## src/rtl/mux_scan.sv

```systemverilog
// mux_scan: registered N-to-1 channel selector with manual select and a
// dwell-timed auto-scan. Every output comes straight from a flop.
module mux_scan #(
    parameter int N     = 8,
    parameter int W     = 8,
    parameter int DWELL = 4,
    localparam int SW   = $clog2(N)
) (
    input  logic            clk,
    input  logic            rst_n,
    input  logic [N*W-1:0]  i,
    input  logic [SW-1:0]   s,
    input  logic            mode,
    input  logic            en,
    output logic [W-1:0]    x,
    output logic [SW-1:0]   ch,
    output logic            valid,
    output logic            wrap,
    output logic            err
);

    typedef enum logic [1:0] {
        IDLE = 2'd0,
        MAN  = 2'd1,
        SCAN = 2'd2
    } state_t;

    localparam logic [7:0]    DWELL_LAST = 8'(DWELL - 1);
    localparam logic [SW-1:0] CHAN_LAST  = SW'(N - 1);

    state_t          state_r, state_s;
    logic [7:0]      dwell_r, dwell_s;
    logic [SW-1:0]   chan_r,  chan_s;
    logic [W-1:0]    x_r,     x_s;
    logic [SW-1:0]   ch_r,    ch_s;
    logic            valid_r, valid_s;
    logic            wrap_r,  wrap_s;
    logic            err_r,   err_s;
    // Set when the scan steps N-1 -> 0 so the wrap pulse lands on the
    // first sample of channel 0 rather than on the stepping edge.
    logic            pend_r,  pend_s;
    logic            s_ok_s;

    // Channel picker written as a compare loop so that selects beyond N-1
    // (non-power-of-2 N) never index outside the packed bus.
    function automatic logic [W-1:0] pick(input logic [N*W-1:0] d,
                                          input logic [SW-1:0]  k);
        logic [W-1:0] r;
        r = '0;
        for (int c = 0; c < N; c++) begin
            if (k == SW'(c)) begin
                r = d[c*W +: W];
            end
        end
        return r;
    endfunction

    assign s_ok_s = ({{(32-SW){1'b0}}, s} < 32'(N));

    // Next-state and next-output logic; with en low everything holds and
    // the two pulse outputs fall to 0.
    always_comb begin
        state_s = state_r;
        dwell_s = dwell_r;
        chan_s  = chan_r;
        x_s     = x_r;
        ch_s    = ch_r;
        err_s   = err_r;
        pend_s  = pend_r;
        valid_s = 1'b0;
        wrap_s  = 1'b0;
        if (en) begin
            if ((state_r == SCAN) && mode) begin
                // Live tracking of the current scan channel.
                x_s     = pick(i, chan_r);
                ch_s    = chan_r;
                valid_s = 1'b1;
                err_s   = 1'b0;
                wrap_s  = pend_r;
                pend_s  = 1'b0;
                if (dwell_r == DWELL_LAST) begin
                    dwell_s = 8'd0;
                    if (chan_r == CHAN_LAST) begin
                        chan_s = {SW{1'b0}};
                        pend_s = 1'b1;
                    end else begin
                        chan_s = chan_r + SW'(1);
                    end
                end else begin
                    dwell_s = dwell_r + 8'd1;
                end
            end else if (mode) begin
                // Entry into SCAN from IDLE or MAN: latch start channel.
                state_s = SCAN;
                chan_s  = s_ok_s ? s : {SW{1'b0}};
                dwell_s = 8'd0;
                pend_s  = 1'b0;
            end else begin
                // Manual select; a mode drop in SCAN lands here on the same
                // edge, beating any pending dwell step or wrap.
                state_s = MAN;
                pend_s  = 1'b0;
                if (s_ok_s) begin
                    x_s     = pick(i, s);
                    ch_s    = s;
                    valid_s = 1'b1;
                    err_s   = 1'b0;
                end else begin
                    err_s   = 1'b1;
                end
            end
        end else begin
            state_s = state_r;
        end
    end

    // State and output registers with asynchronous clear.
    always_ff @(posedge clk or negedge rst_n) begin
        if (!rst_n) begin
            state_r <= IDLE;
            dwell_r <= 8'd0;
            chan_r  <= {SW{1'b0}};
            x_r     <= {W{1'b0}};
            ch_r    <= {SW{1'b0}};
            valid_r <= 1'b0;
            wrap_r  <= 1'b0;
            err_r   <= 1'b0;
            pend_r  <= 1'b0;
        end else begin
            state_r <= state_s;
            dwell_r <= dwell_s;
            chan_r  <= chan_s;
            x_r     <= x_s;
            ch_r    <= ch_s;
            valid_r <= valid_s;
            wrap_r  <= wrap_s;
            err_r   <= err_s;
            pend_r  <= pend_s;
        end
    end

    assign x     = x_r;
    assign ch    = ch_r;
    assign valid = valid_r;
    assign wrap  = wrap_r;
    assign err   = err_r;

endmodule
```

## config.mk

```make
export PLATFORM = sky130hd
export DESIGN_NAME = mux_scan
export DESIGN_NICKNAME = d
export VERILOG_FILES = /design/src/rtl/mux_scan.sv
export SDC_FILE = /design/constraint.sdc
export NUM_CORES = 1
export LEC_CHECK = 0
export BUFFER_PORTS_ARGS = -buffer_cell sky130_fd_sc_hd__buf_2
export CORE_MARGIN = 2
export CORE_UTILIZATION = 33
export CTS_BUF_LIST = sky130_fd_sc_hd__clkbuf_4 sky130_fd_sc_hd__clkbuf_8 sky130_fd_sc_hd__clkbuf_16
export DETAILED_ROUTE_END_ITERATION = 10
export PLACE_DENSITY = 0.55
export SLEW_MARGIN = 5
export SYNTH_ARGS = -nofsm -noshare
export SYNTH_HDL_FRONTEND = slang
export SYNTH_SLANG_ARGS = --single-unit
```

## constraint.sdc

```tcl
create_clock -name clk -period 2.9 [get_ports clk]
set_clock_uncertainty 0.15 [all_clocks]
set_input_delay 0.145 -clock clk [delete_from_list [all_inputs] [get_ports clk]]
set_output_delay 0.145 -clock clk [all_outputs]
set_load 0.05 [all_outputs]
```

==> results of run 1 <==
[cells in the mapped netlist (all sizes together)]
cell and number:
o21ai 38, ha 7, nand3 22, o221ai 14, xnor2 1, mux2i 11
or4 1, a211oi 1, inv 10, a21oi 5, clkbuf 16, nor2b 6
or2 1, o31ai 2, o32ai 1, o2111ai 6, nand2b 4, a221oi 13
a31oi 2, a22oi 2, conb 1, a32oi 1, dfrtp 27, mux4 2
nor3 5, o311ai 1, nor2 8, o211ai 1, mux2 14, clkinv 1
a221o 2, buf 7, and3 2, o22ai 11, a311oi 2, nand2 28
a211o 6, nand3b 7, o21a 2, xor2 2, and2b 1, or2b 1
[worst max-delay path, delay by kind of cell (launching register included)]
family          cells  cell delay (ns)
compound gates      3             0.62
fa+ha+maj           1             0.52
buf+inv             1             0.15
flops               1             0.67
simple gates        1             0.38
[layout make-up]
type / instances / area [um2]
Clock buffer: 3 / 41.29
Clock inverter: 1 / 8.758
Fill cell: 786 / 4250
Inverter: 11 / 41.29
Multi-Input combinational cell: 234 / 1642
Sequential cell: 27 / 675.6
Tap cell: 99 / 123.9
Timing Repair Buffer: 90 / 470.5
[cells in the final DEF (no fill, tap or decap), types with 5 or more instances in the layout]
cell type  instances
o2111ai_1          6
ha_1               7
dfrtp_1           27
nor2b_1            6
a211o_1            6
mux2i_1           11
buf_2             83
nor2_1             8
o21ai_0           38
a221oi_1          13
o22ai_1           11
nor3_1             5
nand3b_1           7
nand3_1           22
buf_4              6
inv_1             10
a21oi_1            5
mux2_2            13
o221ai_1          14
nand2_1           27
[path summary, 6_finish.rpt]
check,from,end,slack [ns]
min reg2reg,ch[2],ch[2],0.34
max reg2reg,chan_r[2],x[6],0.35
max,chan_r[2],x[6],0.35
min,en,state_r[0],0.01
min in group asynchronous,rst_n,valid,0.27
max in group asynchronous,rst_n,x[2],1.89
[sequential cells by signal, summed over array words and instances, names as in the netlist]
register,flops
chan_r,3
dwell_r,8
x,8
ch,3
valid,1
pend_r,1
wrap,1
state_r,2
[timing repair]
item | in CTS | in global routing
hold buffers | 1 | 0
gates resized for setup | 0 | 0
hold endpoints to repair | 27 | 0
[cell families after synthesis]
| logic type | Yosys count | share of synthesized area |
|---|---|---|
| AOI/OAI and AO/OA | 110 | 0.3152 |
| xor gates and xnor gates | 3 | 0.01068 |
| adders and majority gates | 7 | 0.03559 |
| buffers and inverters | 34 | 0.05846 |
| DFF | 27 | 0.2745 |
| muxes | 27 | 0.1271 |
| other | 1 | 0.001524 |
| and+or+nand+nor | 86 | 0.1769 |
[stage by stage]
stage / power, mW / hold slack, ns / std cells / worst slack [ns]
6_report: 1.463 / 0.01437 / 465 / 0.3467
5_1_grt: 1.574 / 0.007645 / 465 / 0.2440
4_1_cts: 1.473 / 0.007235 / 465 / 0.4061
3_5_place_dp: 1.220 / 0.06829 / 460 / 0.4586
3_3_place_gp: 1.219 / 0.07064 / 460 / 0.5117
2_1_floorplan: 0.9920 / -0.3006 / 295 / 0.8410
[layer usage]
layer	vias up	GRT usage	routed length, um
met1	1294	0.2688	3671
met3	21	0.03172	581
met2	123	0.3277	3962
met4	0	0.07308	275
li1	1285	-	-
met5	-	0	0
[report_power, final]
group          switching (mW)  internal (mW)  total, mW
Sequential             0.0548          0.427      0.482
Combinational           0.467          0.270      0.737
Clock                   0.144          0.101      0.245
==> flow_summary.json, run 1 <==
{
  "htree_levels": 1,
  "cts_buffer_depth": 2,
  "dpl.hpwl_mm": 6.173,
  "grt.total_usage": 0.2008,
  "fin_crit_sh": 0.8804,
  "overflow": 0,
  "die_width_um": 90.36,
  "ant_nets": 0,
  "power_density_nw_per_um2": 487.3,
  "vias": 2723,
  "routedWlPerCell_um": 18.26,
  "cp-start-kind": "flip-flop",
  "crit_fanout": 16,
  "setup-tns-final_ns": 0,
  "worst_slew_pin_slew_ns": 0.8861,
  "diodes": 0,
  "layout-drive-gt1-share": 0.3087,
  "hold_class": "in -> reg",
  "max_stage_delay_ns": 0.67,
  "rsz0062_at_grt": "false",
  "syn-num-nets": 373,
  "status": "completed",
  "crit_arrival_ns": 2.63,
  "leakage_nw": 1.336,
  "min_path_cells": 2,
  "grt_max_degree": 29,
  "synthTopCellsByArea": "dfrtp_1, o21ai_0, mux2_2, o221ai_1, a221oi_1",
  "endpoint_kind": "flip-flop",
  "post-cts-setup-buffers": 0,
  "final_net_count": 445,
  "synth.top_cell.area_share": 0.2745,
  "cap_violations": 0,
  "cts_root_buffer": "clkbuf_8",
  "io_pins": 85,
  "relSlewSlack": 0.4081,
  "finalHoldViolations": 0,
  "utilization": 0.4140,
  "coreArea_um2": 7253,
  "crit_required_ns": 2.98,
  "synth_seq_cells": 27,
  "place_area_um2": 2943,
  "grt_pass1_vias": 2563,
  "clk_pin_slew_ns": 0.11,
  "antenna_found_initial": 0,
  "synth_seq_area_share": 0.2745,
  "via_per_inst": 5.856,
  "fin_area_um2": 3003,
  "place.gp.congestion": 0.8936,
  "grt_pass1_wl_mm": 13.30,
  "remaining_drc_errors": 0,
  "crit_slowest_cell": "dfrtp_1",
  "worstRegToRegCells": 6,
  "cts_tree": "yes",
  "vdd_ir_drop_max_mv": 0.2716,
  "drv_slew": 0,
  "syn-cell-area_um2": 2461,
  "drtIter0Drc": 158,
  "chipHeight_um": 90.36,
  "wirelength_mm": 8.490,
  "clock_sinks": 27,
  "critPathKind": "reg -> reg",
  "synthDistinctLibCells": 48,
  "path_cells": "ha_1 -> clkinv_1 -> nand3_1 -> o221ai_1 -> a31oi_1 -> a221o_1",
  "dieArea_um2": 8165,
  "drt_pass1_iterations": 4,
  "max_freq_mhz": 391.7,
  "yosys_warnings": 0,
  "postSynthAreaPerCell_um2": 8.343,
  "rows": 31,
  "insertion_delay_ns": 0.29,
  "initial_utilization": 0.3393,
  "port_buffers": 83,
  "finalSetupViolCount": 0,
  "yosysTopAreaCell": "dfrtp_1",
  "syn2layout_area_growth_pct": 22.01,
  "period_needed_ns": 2.553,
  "cts_made_buffers": 3,
  "netlist_instances": 295
}
No activity file was read; power rests on OpenSTA's default activity.
==> inputs of run 2 (changes only) <==
- ABC_AREA: not set -> 1
- PLACE_DENSITY: 0.55 -> 0.54
==> run 2 against run 1 <==
Compared with the run above:
- die area rose by 10%
- synthesized cell count rose by 63%
- first-iteration DRC count rose by 1.9%
- maximum frequency rose by 11%
- core utilization fell by 1.0 points
- final area rose by 9.4%
- worst hold slack improved by 0.059 ns
- critical endpoint unchanged
- largest cell class unchanged
- highest routed layer unchanged
==> flow_summary.json, run 2 <==
{
  "status": "completed",
  "die_width_um": 94.98,
  "drv_slew": 0,
  "synthDistinctLibCells": 31,
  "chipHeight_um": 94.98,
  "worstRegToRegCells": 14,
  "crit_required_ns": 2.97,
  "max_freq_mhz": 434.9,
  "routedWlPerCell_um": 13.31,
  "synth_seq_area_share": 0.2474,
  "synth_seq_cells": 27,
  "leakage_nw": 1.886,
  "fill_cells": 921,
  "crit_fanout": 10,
  "cts_root_buffer": "clkbuf_8",
  "insertion_delay_ns": 0.28,
  "power.share.combinational": 0.524,
  "final_net_count": 639,
  "synth.top_cell.area_share": 0.2474,
  "synth.top_cells.by_count": "nand2_1, inv_1, nor2_1, a21oi_1, nand3_1",
  "overflow": 0,
  "via_per_inst": 4.901,
  "p_seq_frac": 0.319,
  "dieArea_um2": 9020,
  "period_needed_ns": 2.299,
  "io_pins": 85,
  "min_path_cells": 3,
  "endpoint_kind": "flip-flop",
  "cts_buffer_depth": 2,
  "ctsResizeCount": 0,
  "power_density_nw_per_um2": 434.8,
  "cap_violations": 0,
  "ant_nets": 0,
  "syn-cell-area_um2": 2731,
  "grt_pass1_vias": 3251,
  "hold_class": "in -> reg",
  "grt_max_degree": 28,
  "drt_pass1_iterations": 5,
  "crit_arrival_ns": 2.37,
  "p_switching_uw": 678.0,
  "vdd_ir_drop_max_mv": 0.2440,
  "initial_utilization": 0.3358,
  "synthTopCellsByArea": "dfrtp_1, nand2_1, inv_1, nor2_1, a21oi_1",
  "syn-num-nets": 559,
  "path_cells": "inv_1 -> ha_1 -> nand2_1 -> inv_1 -> nand2_1 -> nand2_1 -> inv_1 -> nand2_1 -> nand2_1 -> nand2_1 -> nand2_1 -> nand2_1 -> nand2_1 -> nand2_1",
  "synth_flop_cell": "dfrtp_1",
  "remaining_drc_errors": 0,
  "postSynthAreaPerCell_um2": 5.679,
  "place.gp.congestion": 0.9076,
  "post-cts-setup-buffers": 0,
  "rsz0062_at_grt": "false",
  "utilization": 0.4038,
  "netlist_instances": 481,
  "worst_slew_pin_slew_ns": 0.6810,
  "max_stage_delay_ns": 0.44,
  "coreArea_um2": 8134,
  "crit_slowest_cell": "dfrtp_1",
  "layout-drive-gt1-share": 0.1964,
  "crit_cells": 14,
  "drtIter0Drc": 161,
  "synth-async-reset-ratio": 1.000,
  "setup-tns-final_ns": 0,
  "power_frac_clock": 0.157,
  "grt_pass1_wl_mm": 14.91,
  "power.total_mw": 1.428,
  "cp_num_buf_inv": 3,
  "fin_hold_ws_ns": 0.07319,
  "clock_sinks": 27,
  "port_buffers": 83,
  "cts_tree": "yes",
  "critPathKind": "reg -> reg",
  "finalSetupViolCount": 0,
  "swShare": 0.4748,
  "fin_crit_sh": 0.7928,
  "synth_most_common_cell": "nand2_1",
  "yosysTopAreaCell": "dfrtp_1",
  "syn2layout_area_growth_pct": 20.25,
  "internal_power_uw": 750.0,
  "rows": 33,
  "antenna_found_initial": 0,
  "cts_made_buffers": 3,
  "cp-start-kind": "flip-flop",
  "critical_path.top_delay_family": "simple AND/OR/NAND/NOR gates",
  "wirelength_mm": 8.849,
  "vias": 3259,
  "yosys_warnings": 0,
  "layout_common_cells": "nand2_1, buf_2, inv_1",
  "grt.total_usage": 0.2085,
  "synth_edf_count": 0,
  "dpl.hpwl_mm": 7.243,
  "finalHoldViolations": 0,
  "final_common_cell": "nand2_1",
  "htree_levels": 1,
  "ctsHoldBuffers": 2,
  "clk_pin_slew_ns": 0.10,
  "diodes": 0,
  "crit_top_cell": "nand2_1",
  "relSlewSlack": 0.5425
}
==> run 2: stage by stage <==
stage | area (um2) | instances | worst slack [ns]
CTS | 3284 | 665 | 0.5837
global route | 3284 | 665 | 0.3142
floorplan | 2731 | 481 | 0.9453
detailed placement | 3216 | 659 | 0.6259
global placement | 3216 | 659 | 0.6418
finish | 3284 | 665 | 0.6008
==> run 2: layout make-up <==
type / instances / area [um2] / area share
clock buffer: 3 / 41.29 / 0.01257
clock inverter: 1 / 7.507 / 0.002286
inverter: 83 / 316.6 / 0.09638
timing repair buffer: 88 / 457.9 / 0.1394
sequential: 27 / 675.6 / 0.2057
tap: 105 / 131.4 / 0.04000
multi-input combinational: 358 / 1654 / 0.5036
==> run 2: worst paths after layout <==
kind / startpoint / endpoint / slack, ns
hold / removal: s[2] / ch[2] / 0.07
max in group asynchronous: rst_n / dwell_r[7] / 1.92
hold reg to reg: x[0] / x[0] / 0.33
setup / recovery: chan_r[1] / x[6] / 0.60
setup reg to reg: chan_r[1] / x[6] / 0.60
min in group asynchronous: rst_n / x[0] / 0.27
==> run 2: worst register-to-register path: stages (launching register included) <==
cell	delay, ns
dfrtp_1	0.44
inv_1	0.09
ha_1	0.39
nand2_1	0.32
inv_1	0.29
nand2_1	0.08
nand2_1	0.08
inv_1	0.05
nand2_1	0.05
nand2_1	0.05
nand2_1	0.06
nand2_1	0.05
nand2_1	0.05
nand2_1	0.05
nand2_1	0.05
==> run 2: cells by family (layout without fill, tap and decap cells) <==
kind of cell / after synthesis / count (layout) / synth area share
and+or+nand+nor: 286 / 286 / 0.4430
buffers and inverters: 96 / 175 / 0.1470
AOI/OAI and AO/OA: 64 / 64 / 0.1292
DFF: 27 / 27 / 0.2474
adders and majority gates: 7 / 7 / 0.03206
other: 1 / 1 / 0.001373
==> run 2: power groups by stage <==
stage	registers, mW	clock network, mW	logic (mW)
3_3_place_gp	0.460	0	0.743
6_report	0.455	0.225	0.748
4_1_cts	0.455	0.235	0.750
5_1_grt	0.461	0.251	0.852
2_1_floorplan	0.561	0	0.434
3_5_place_dp	0.463	0	0.745
==> run 2: per-layer routing <==
metal  part of all wire  vias to the layer above  GRT usage  wire [um]
met1               0.45                     1497     0.2654       3945
met4              0.018                        0    0.04227        157
li1                   -                     1666          -          -
met2               0.49                       82     0.3759       4334
met3              0.046                       14    0.02713        411
met5                  0                        -          0          0
